`config.mk`:
```
export PLATFORM = sky130hd
export DESIGN_NAME = rpn_evaluator_flat
export DESIGN_NICKNAME = d
export VERILOG_FILES = /design/src/rtl/rpn_evaluator_if.sv /design/src/rtl/rpn_evaluator.sv /design/src/flat_wrapper.sv
export SDC_FILE = /design/constraint.sdc
export NUM_CORES = 2
export LEC_CHECK = 0
export ABC_AREA = 1
export CAP_MARGIN = 20
export CORE_MARGIN = 5
export CORE_UTILIZATION = 60
export CTS_CLUSTER_SIZE = 20
export DETAILED_ROUTE_END_ITERATION = 7
export PLACE_DENSITY = 0.78
export SLEW_MARGIN = 20
export SYNTH_ARGS = -nofsm -noshare
export SYNTH_HDL_FRONTEND = slang
export SYNTH_SLANG_ARGS = --single-unit
```
`constraint.sdc`:
```
create_clock -name clk -period 28.8 [get_ports clk]
set_input_delay 2.88 -clock clk [delete_from_list [all_inputs] [get_ports clk]]
set_output_delay 2.88 -clock clk [all_outputs]
set_load 0.05 [all_outputs]
```
`src/rtl/rpn_evaluator_if.sv`:
```
// rpn_evaluator_if: token-queue handshake and result bundle for rpn_evaluator.
// master = token source / result consumer side, slave = evaluator side.
interface rpn_evaluator_if;
    logic        in_valid;
    logic [31:0] token;
    logic        rd_en;
    logic        in_ready;
    logic [31:0] result;
    logic        result_valid;
    logic        busy;
    logic [1:0]  error;

    modport master (
        output in_valid, token,
        input  rd_en, in_ready, result, result_valid, busy, error
    );

    modport slave (
        input  in_valid, token,
        output rd_en, in_ready, result, result_valid, busy, error
    );
endinterface

```
`src/rtl/rpn_evaluator.sv`:
```
// rpn_evaluator: pops postfix tokens from the parser queue, evaluates them on an
// operand stack and posts the 32-bit result on each '=' token.
// Optional feature macro: RPN_EVAL_DIV_EN enables the signed divider (DIV/DIVFIX);
// without it a '/' token is reported as error 3 (unsupported).
module rpn_evaluator #(
    parameter int DEPTH = 16,
    parameter int PTR_W = 5
) (
    input logic            clk,
    input logic            rst_n,
    rpn_evaluator_if.slave bus
);
    localparam int IDX_W = (DEPTH > 1) ? $clog2(DEPTH) : 1;

    localparam logic [31:0] TOK_ADD = 32'h8000_000A;
    localparam logic [31:0] TOK_SUB = 32'h8000_000B;
    localparam logic [31:0] TOK_MUL = 32'h8000_000C;
    localparam logic [31:0] TOK_DIV = 32'h8000_000D;
    localparam logic [31:0] TOK_EQ  = 32'h8000_000E;
    localparam logic [31:0] TOK_CLR = 32'h8000_000F;

    localparam logic [PTR_W-1:0] SP_FULL = PTR_W'(DEPTH);
    localparam logic [PTR_W-1:0] SP_ONE  = PTR_W'(1);
    localparam logic [PTR_W-1:0] SP_TWO  = PTR_W'(2);

    typedef enum logic [2:0] {IDLE, PUSH, EXEC, DIV, DIVFIX, EMIT, ERROR} state_t;

    state_t           state, state_next;
    logic [31:0]      stack [DEPTH];
    logic [PTR_W-1:0] sp;
    logic [31:0]      tok_q;
    logic [31:0]      result_q;
    logic             result_valid_q;
    logic [1:0]       error_q;
    logic             in_ready;
    logic             busy;
    logic             accept;
    logic             full;
    logic             have_two;
    logic [IDX_W-1:0] idx_a, idx_b;
    logic [31:0]      a_val, b_val, alu_out;

    assign accept   = bus.in_valid & in_ready;
    assign full     = (sp == SP_FULL);
    assign have_two = (sp >= SP_TWO);
    assign idx_a    = sp[IDX_W-1:0] - IDX_W'(2);
    assign idx_b    = sp[IDX_W-1:0] - IDX_W'(1);
    assign a_val    = stack[idx_a];
    assign b_val    = stack[idx_b];

    assign bus.rd_en        = accept;
    assign bus.in_ready     = in_ready;
    assign bus.busy         = busy;
    assign bus.result       = result_q;
    assign bus.result_valid = result_valid_q;
    assign bus.error        = error_q;

    // Single-cycle arithmetic for + - * (wraps mod 2^32)
    always_comb begin
        alu_out = a_val + b_val;
        case (tok_q)
            TOK_SUB: alu_out = a_val - b_val;
            TOK_MUL: alu_out = a_val * b_val;
            default: alu_out = a_val + b_val;
        endcase
    end

`ifdef RPN_EVAL_DIV_EN
    logic [31:0] div_rem, div_quo, div_dvs;
    logic [5:0]  div_cnt;
    logic        div_neg;
    logic [32:0] div_shift, div_diff;
    logic [31:0] a_abs, b_abs, div_q_signed;

    assign div_shift    = {div_rem, div_quo[31]};
    assign div_diff     = div_shift - {1'b0, div_dvs};
    assign a_abs        = a_val[31] ? (32'd0 - a_val) : a_val;
    assign b_abs        = b_val[31] ? (32'd0 - b_val) : b_val;
    assign div_q_signed = div_neg ? (32'd0 - div_quo) : div_quo;
`endif

    // State register
    always_ff @(posedge clk or negedge rst_n) begin
        if (!rst_n) state <= IDLE;
        else        state <= state_next;
    end

    // Next-state decode, handshake and busy flag
    always_comb begin
        state_next = state;
        in_ready   = 1'b0;
        busy       = 1'b1;
        case (state)
            IDLE: begin
                in_ready = 1'b1;
                busy     = 1'b0;
                if (bus.in_valid) begin
                    case (bus.token)
                        TOK_ADD, TOK_SUB, TOK_MUL: state_next = EXEC;
`ifdef RPN_EVAL_DIV_EN
                        TOK_DIV: state_next = DIV;
`else
                        TOK_DIV: state_next = ERROR;
`endif
                        TOK_EQ:  state_next = EMIT;
                        TOK_CLR: state_next = IDLE;
                        default: state_next = PUSH;
                    endcase
                end
            end
            PUSH: state_next = full ? ERROR : IDLE;
            EXEC: state_next = have_two ? IDLE : ERROR;
`ifdef RPN_EVAL_DIV_EN
            DIV: begin
                if (div_cnt == '0) begin
                    if (!have_two || (b_val == '0)) state_next = ERROR;
                end else if (div_cnt == 6'd32) begin
                    state_next = DIVFIX;
                end
            end
            DIVFIX: state_next = IDLE;
`endif
            EMIT: state_next = (sp == SP_ONE) ? IDLE : ERROR;
            ERROR: begin
                in_ready = 1'b1;
                busy     = 1'b0;
                if (bus.in_valid && (bus.token == TOK_CLR)) state_next = IDLE;
            end
            default: state_next = IDLE;
        endcase
    end

    // Stack pointer, result, error and divider control registers
    always_ff @(posedge clk or negedge rst_n) begin
        if (!rst_n) begin
            sp             <= '0;
            tok_q          <= '0;
            result_q       <= '0;
            result_valid_q <= 1'b0;
            error_q        <= '0;
`ifdef RPN_EVAL_DIV_EN
            div_rem        <= '0;
            div_quo        <= '0;
            div_dvs        <= '0;
            div_cnt        <= '0;
            div_neg        <= 1'b0;
`endif
        end else begin
            result_valid_q <= 1'b0;
            case (state)
                IDLE: begin
                    if (accept) begin
                        tok_q <= bus.token;
                        // result is registered on acceptance so the new value and
                        // its valid pulse are both visible during the EMIT cycle
                        if ((bus.token == TOK_EQ) && (sp == SP_ONE)) begin
                            result_q       <= stack[0];
                            result_valid_q <= 1'b1;
                        end
                        if (bus.token == TOK_CLR) begin
                            sp      <= '0;
                            error_q <= '0;
                        end
                        if (bus.token == TOK_DIV) begin
`ifdef RPN_EVAL_DIV_EN
                            div_cnt <= '0;
`else
                            error_q <= 2'd3;
`endif
                        end
                    end
                end
                PUSH: begin
                    if (full) error_q <= 2'd2;
                    else      sp      <= sp + SP_ONE;
                end
                EXEC: begin
                    if (!have_two) error_q <= 2'd1;
                    else           sp      <= sp - SP_ONE;
                end
`ifdef RPN_EVAL_DIV_EN
                DIV: begin
                    if (div_cnt == '0) begin
                        if (!have_two) begin
                            error_q <= 2'd1;
                        end else if (b_val == '0) begin
                            error_q <= 2'd3;
                        end else begin
                            div_rem <= '0;
                            div_quo <= a_abs;
                            div_dvs <= b_abs;
                            div_neg <= a_val[31] ^ b_val[31];
                            div_cnt <= 6'd1;
                        end
                    end else begin
                        // one restoring step per cycle, quotient bits shift into div_quo
                        div_rem <= div_diff[32] ? div_shift[31:0] : div_diff[31:0];
                        div_quo <= {div_quo[30:0], ~div_diff[32]};
                        div_cnt <= div_cnt + 6'd1;
                    end
                end
                DIVFIX: sp <= sp - SP_ONE;
`endif
                EMIT: begin
                    if (sp == SP_ONE) sp      <= '0;
                    else              error_q <= 2'd1;
                end
                ERROR: begin
                    if (accept && (bus.token == TOK_CLR)) begin
                        sp      <= '0;
                        error_q <= '0;
                    end
                end
                default: ;
            endcase
        end
    end

    // Operand stack storage (no reset; sp defines which entries are live)
    always_ff @(posedge clk) begin
        if ((state == PUSH) && !full)
            stack[sp[IDX_W-1:0]] <= tok_q;
        else if ((state == EXEC) && have_two)
            stack[idx_a] <= alu_out;
`ifdef RPN_EVAL_DIV_EN
        else if (state == DIVFIX)
            stack[idx_a] <= div_q_signed;
`endif
    end
endmodule

```
`src/flat_wrapper.sv`:
```
// flat-port wrapper written by rule: the top's interface ports become plain ports
module rpn_evaluator_flat 
#(
    parameter int DEPTH = 16,
    parameter int PTR_W = 5
)
  (clk, rst_n, bus_in_valid, bus_token, bus_rd_en, bus_in_ready, bus_result, bus_result_valid, bus_busy, bus_error);
  rpn_evaluator_if bus_i ();
  input logic clk;
  input logic rst_n;
  input wire logic [$bits(bus_i.in_valid)-1:0] bus_in_valid;
  input wire logic [$bits(bus_i.token)-1:0] bus_token;
  output wire logic [$bits(bus_i.rd_en)-1:0] bus_rd_en;
  output wire logic [$bits(bus_i.in_ready)-1:0] bus_in_ready;
  output wire logic [$bits(bus_i.result)-1:0] bus_result;
  output wire logic [$bits(bus_i.result_valid)-1:0] bus_result_valid;
  output wire logic [$bits(bus_i.busy)-1:0] bus_busy;
  output wire logic [$bits(bus_i.error)-1:0] bus_error;
  assign bus_i.in_valid = bus_in_valid;
  assign bus_i.token = bus_token;
  assign bus_rd_en = bus_i.rd_en;
  assign bus_in_ready = bus_i.in_ready;
  assign bus_result = bus_i.result;
  assign bus_result_valid = bus_i.result_valid;
  assign bus_busy = bus_i.busy;
  assign bus_error = bus_i.error;
  rpn_evaluator #(.DEPTH(DEPTH), .PTR_W(PTR_W)) u_core (.clk(clk), .rst_n(rst_n), .bus(bus_i));
endmodule
```
# Word-level counts from Yosys, hierarchy flattened

Memory sizes are Yosys's and may differ from the RTL's. A register that Yosys moved wholly into a read port is not among the register bits.
Index checks and enable logic that the tools add are counted.

RAM bits: 512
Output and inout port bits: 38
Memories kept: 1
Register bits: 43

Memories:

| memory       | words | width | read ports | clocked after Yosys merged registers in | wr ports | line                | source |
|---|---|---|---|---|---|---|---|
| u_core.stack | 16    | 32    | 3          | 1                                       | 1        | rpn_evaluator.sv:29 | `logic [31:0] stack [DEPTH];` |

Equality and inequality tests: 26
Multiplexer cells: 36
Bitwise operators: 1
Multiply operators: 1
$lt $le $gt $ge: 1
Add/sub/neg operators: 6
Reductions and logical operators: 17

Operators with widths:

| operator                                                                 | number |
|---|---|
| 32-bit equality test (second input constant)                             | 8 |
| 32-bit case mux with 2 select lines                                      | 1 |
| 32-bit adder                                                             | 1 |
| 32-bit by 32-bit multiplier with 32-bit output                           | 1 |
| 32-bit 2-to-1 mux                                                        | 1 |
| 32-bit OR reduction                                                      | 1 |
| 32-bit subtractor                                                        | 1 |
| 5-bit 2-to-1 mux                                                         | 6 |
| 5-bit case mux with 5 select lines                                       | 1 |
| 3-bit 2-to-1 mux                                                         | 5 |
| 3-bit case mux with 5 select lines                                       | 1 |
| 2-bit 2-to-1 mux                                                         | 7 |
| 2-bit by 1-bit inequality test with 1-bit output (second input constant) | 7 |
| 7-bit AND reduction                                                      | 2 |
| 3-bit case mux with 4 select lines                                       | 1 |
| 1-bit 2-to-1 mux                                                         | 11 |
| 2-bit case mux with 5 select lines                                       | 1 |
| 2-bit inequality test (second input constant)                            | 4 |
| 3-bit equality test (second input constant)                              | 2 |
| 5-bit by 1-bit adder with 5-bit output (second input constant)           | 1 |
| 5-bit by 1-bit equality test with 1-bit output (second input constant)   | 1 |
| 5-bit equality test (second input constant)                              | 1 |
| 5-bit by 2-bit >= comparator with 1-bit output (second input constant)   | 1 |
| 1-bit logical AND                                                        | 5 |
| other kinds (15)                                                         | 17 |

# Depth between registers and ports, before layout

Word-level depth: 7
Gate-level depth with buffers: 51
Depth with buffers taken out: 42

# Worst setup path after synthesis

Ideal clock, no wire load.

Kind: register to register
From: register u_core.sp[0]
To: memory u_core.stack[0][29] (data pin)
Clock period less this slack: 9259 ps
Buffers on the path: 10
Cell stages (with the launch flop): 44
Data required time: 28501 ps
Data arrival time: 8960 ps
Path slack: 19541 ps
Library setup time: 299 ps
Cells stage by stage: dfrtp_1 -> buf_6 -> inv_4 -> buf_6 -> buf_4 -> buf_4 -> buf_2 -> ha_1 -> buf_4 -> inv_4 -> buf_4 -> buf_6 -> buf_2 -> o211ai_1 -> nand3_1 -> o211ai_1 -> nand2_2 -> clkbuf_1 -> [8 not listed] -> ha_1 -> fa_1 -> inv_1 -> fa_1 -> inv_1 -> ha_1 -> nand4_1 -> nor4_1 -> a21oi_1 -> o21ai_0 -> a21oi_1 -> o21bai_1 -> nand3_1 -> nand3_1 -> nand2_1 -> o21ai_0 -> inv_1 -> a22oi_1

Word-level cells in the longest chain between the ends: 7

RTL lines:

| element                                                                         | line                 | source |
|---|---|---|
| start, declared                                                                 | rpn_evaluator.sv:30  | `logic [PTR_W-1:0] sp;` |
| start signal, assigned                                                          | rpn_evaluator.sv:175 | `else sp <= sp + SP_ONE;` |
| start signal, assigned                                                          | rpn_evaluator.sv:179 | `else sp <= sp - SP_ONE;` |
| parallel branches: the longest is 6 deep, another holds memory read 16 x 32 bit | n/a                  |  |
| 32-bit 2-to-1 mux (no line) (*)                                                 | n/a                  |  |
| end, declared                                                                   | rpn_evaluator.sv:29  |  |

Mark *: on every way between the ends.

# Worst setup path in the final report

From: register u_core.sp[0]
To: memory u_core.stack[6][29] (data pin)

Same word-level chain as after synthesis.

==> flow_results.xml <==
<?xml version="1.0" encoding="UTF-8"?>
<metrics>
  <group name="critical_path">
    <metric name="cpPeakStageDelay" unit="ns">0.89</metric>
    <metric name="reg2reg_depth" unit="">36</metric>
    <metric name="end_kind" unit="">flip-flop</metric>
    <metric name="required_time_of_the_critical_path" unit="ns">29.29</metric>
    <metric name="crit_path_frequent_cell" unit="">fa_1</metric>
    <metric name="cp-start-kind" unit="">flip-flop</metric>
    <metric name="critical-path-slowest-cell" unit="">dfrtp_4</metric>
    <metric name="critical_path_arrival" unit="ns">13.43</metric>
    <metric name="reg2reg_setup_slack" unit="ns">15.86</metric>
    <metric name="setup.worst_path.class" unit="">flip-flop to flip-flop</metric>
    <metric name="reg2reg_from" unit="">u_core.sp[0]</metric>
    <metric name="timing.critical_path.max_delay_family" unit="">adder cells</metric>
    <metric name="worstReg2RegEnd" unit="">u_core.stack[6][29]</metric>
    <metric name="critical_path.max_fanout" unit="">178</metric>
    <metric name="cp_num_buf_inv" unit="">10</metric>
  </group>
  <group name="place">
    <metric name="dpl.cell_count" unit="">6624</metric>
    <metric name="numPortBuffers" unit="">72</metric>
    <metric name="dpl.hpwl" unit="um">107800</metric>
    <metric name="place.gp.congestion" unit="">1.047</metric>
  </group>
  <group name="floorplanning">
    <metric name="design.core.area" unit="um2">80030</metric>
    <metric name="rows" unit="">104</metric>
    <metric name="die_height" unit="um">293.3</metric>
    <metric name="initial_utilization" unit="">0.6019</metric>
    <metric name="io_pins" unit="">73</metric>
    <metric name="die-area" unit="um2">86050</metric>
    <metric name="floorplan.die.width" unit="um">293.3</metric>
  </group>
  <group name="flow_run">
    <metric name="drv.max_cap_violation_count" unit="">0</metric>
  </group>
  <group name="clock_network">
    <metric name="post-cts-setup-buffers" unit="">0</metric>
    <metric name="worst_skew_pair.late_latency" unit="ns">0.67</metric>
    <metric name="cts_resized" unit="">0</metric>
    <metric name="tritoncts" unit="">built</metric>
    <metric name="clk_root_buffer_cell" unit="">clkbuf_16</metric>
    <metric name="clk_pin_slew" unit="ns">0.06</metric>
    <metric name="cts_sinks" unit="">587</metric>
    <metric name="holdBufCountCts" unit="">0</metric>
    <metric name="clock_path_buffers" unit="">3</metric>
    <metric name="h_tree_depth" unit="">2</metric>
    <metric name="cts_buffers" unit="">59</metric>
  </group>
  <group name="drt">
    <metric name="avg_vias_per_cell" unit="">6.212</metric>
    <metric name="drtIter0Drc" unit="">5458</metric>
    <metric name="drt-total-wl" unit="um">160000</metric>
    <metric name="dr_total_vias" unit="">41850</metric>
    <metric name="drc_errors" unit="">0</metric>
    <metric name="post_drt_wl_per_cell" unit="um">23.75</metric>
    <metric name="detail-route-antenna-nets" unit="">0</metric>
    <metric name="drt_first_pass_iters" unit="">6</metric>
  </group>
  <group name="synthesis">
    <metric name="synth.avg_cell_area" unit="um2">8.451</metric>
    <metric name="mappedNetlistNets" unit="">6307</metric>
    <metric name="ys_seq_area_frac" unit="">0.3581</metric>
    <metric name="yosys.cell_types.count" unit="">64</metric>
    <metric name="yosys_warnings" unit="">0</metric>
    <metric name="synth_area_leader_cell" unit="">edfxtp_1</metric>
    <metric name="synth_top_cells_by_count" unit="">nand2_1, inv_1, nand3_1</metric>
    <metric name="count_of_flip_flops_with_a_built_in_enable_after_synthesis" unit="">512</metric>
    <metric name="ys_async_sr_fraction" unit="">0.1278</metric>
    <metric name="yosys.area.top_type_share" unit="">0.3192</metric>
    <metric name="netlist_top_cells_area" unit="">edfxtp_1, fa_1, nand2_1</metric>
    <metric name="flops_latches_synth" unit="">587</metric>
    <metric name="ys.flop_type" unit="">edfxtp_1</metric>
    <metric name="postSynthCellCount" unit="">5700</metric>
    <metric name="synth_most_common_cell" unit="">nand2_1</metric>
    <metric name="synth.cell_area" unit="um2">48170</metric>
  </group>
  <group name="timing">
    <metric name="slew_viol_final" unit="">0</metric>
    <metric name="hold_violations" unit="">0</metric>
    <metric name="period_needed" unit="ns">12.94</metric>
    <metric name="relSlewSlack" unit="">0.2264</metric>
    <metric name="finalSetupViolations" unit="">0</metric>
    <metric name="max_freq" unit="GHz">0.07726</metric>
    <metric name="timing.final.crit_share" unit="">0.4494</metric>
    <metric name="final.setup.tns" unit="ns">0</metric>
    <metric name="worst_slew_pin_slew" unit="ns">1.160</metric>
    <metric name="finalClockSkew" unit="ns">0.06957</metric>
    <metric name="unrepaired_setup_endpoints_after_global_routing" unit="">no</metric>
  </group>
  <group name="global_routing">
    <metric name="grt_pass1_wl" unit="um">241600</metric>
    <metric name="gr-total-overflow" unit="">0</metric>
    <metric name="initial_antenna_violation_count" unit="">2</metric>
    <metric name="grt_max_degree" unit="">266</metric>
    <metric name="grt_util_all_layers" unit="">0.3670</metric>
    <metric name="vias_in_the_first_global_route" unit="">40770</metric>
  </group>
  <group name="min_path">
    <metric name="worstHoldStart" unit="">u_core.bus.result[7]</metric>
    <metric name="hold_end" unit="">u_core.bus.result[7]</metric>
    <metric name="hold_class" unit="">flip-flop to flip-flop</metric>
    <metric name="min_delay_path_depth" unit="">2</metric>
  </group>
  <group name="finish">
    <metric name="area_delta_synth_final" unit="%">6.884</metric>
    <metric name="fin_nets" unit="">6233</metric>
    <metric name="layout.cells.non_filler" unit="">6737</metric>
    <metric name="final_layout_size_suffix_gt1_frac" unit="">0.05374</metric>
    <metric name="final_util" unit="">0.6433</metric>
  </group>
  <group name="run_status">
    <metric name="result_of_the_run" unit="">finished, final reports clean</metric>
  </group>
</metrics>
stage by stage:
step                      cell area [um2]  worst slack, ns  hold WS (ns)
after floorplan                     48170            19.54        0.4749
after global placement              49460            16.09        0.4547
after detailed placement            49460            15.94        0.4632
after CTS                           51470            15.93        0.4786
after global routing                51480            15.43        0.5169
final                               51480            15.86        0.4762
placed cells by master (no fill, tap or decap), types with 24 or more instances in the layout:
cell	instances
edfxtp_1	512
clkdlybuf4s50_1	71
nor3_1	25
clkinv_1	24
dfrtp_1	73
ha_1	161
nor2_1	523
o211ai_1	135
buf_4	87
nand2_1	1278
inv_1	785
inv_2	24
o21ai_0	245
clkbuf_16	59
nand3_1	679
fa_1	409
xor2_1	47
nand2_2	27
a21oi_1	262
worst reg2reg max path, delay by kind of cell (launching register included):
family / cells / cell delay (ns)
simple gates: 9 / 1.76
buf+inv: 10 / 3.35
fa+ha+maj: 10 / 4.73
flops: 1 / 0.89
compound gates: 7 / 2.02
cell type report:
type / instances / area, um2
fill: 6608 / 28540
inverter: 826 / 3124
tap: 1060 / 1326
multi-input combinational: 3990 / 26330
clock buffer: 75 / 1556
timing repair buffer: 162 / 1429
clock inverter: 35 / 452.9
antenna: 2 / 5.005
sequential: 587 / 17260
layer usage:
layer	up-vias	GRT usage	wire [um]
li1	18380	-	-
met1	20000	0.4838	58560
met2	2846	0.5760	71490
met3	624	0.08511	19860
met4	0	0.1845	10070
met5	-	0	0
worst max path at each step:
stage                      start             endpoint  slack, ns  cells past startpoint
finish              u_core.sp[0]  u_core.stack[6][29]      15.86                     36
detailed placement  u_core.sp[0]  u_core.stack[4][29]      15.94                     35
global route        u_core.sp[0]  u_core.stack[6][29]      15.43                     37
global placement    u_core.sp[0]  u_core.stack[4][29]      16.09                     35
floorplan           u_core.sp[0]  u_core.stack[0][29]      19.54                     43
CTS                 u_core.sp[0]  u_core.stack[6][29]      15.93                     35
registers in the layout, indices dropped and copies added (netlist names):
signal,count
u_core.bus.error,2
u_core.bus.result,32
u_core.bus.result_valid,1
u_core.sp,5
u_core.stack,512
u_core.state,3
u_core.tok_q,32
cells by family (layout without fill, tap and decap cells):
| family | count (synthesis) | after routing | synth area share |
|---|---|---|---|
| fa+ha+maj | 572 | 572 | 0.2123 |
| other cells | 0 | 2 | 0 |
| mux | 13 | 13 | 0.003039 |
| compound gates | 722 | 722 | 0.08546 |
| xor+xnor | 64 | 64 | 0.01320 |
| simple gates | 2619 | 2619 | 0.2288 |
| buf+inv | 1123 | 1098 | 0.09907 |
| flops | 587 | 587 | 0.3581 |
Power is left out: the tool's default activity adds up to more than one toggle a clock period on the data nets, which glitch-free logic cannot reach.
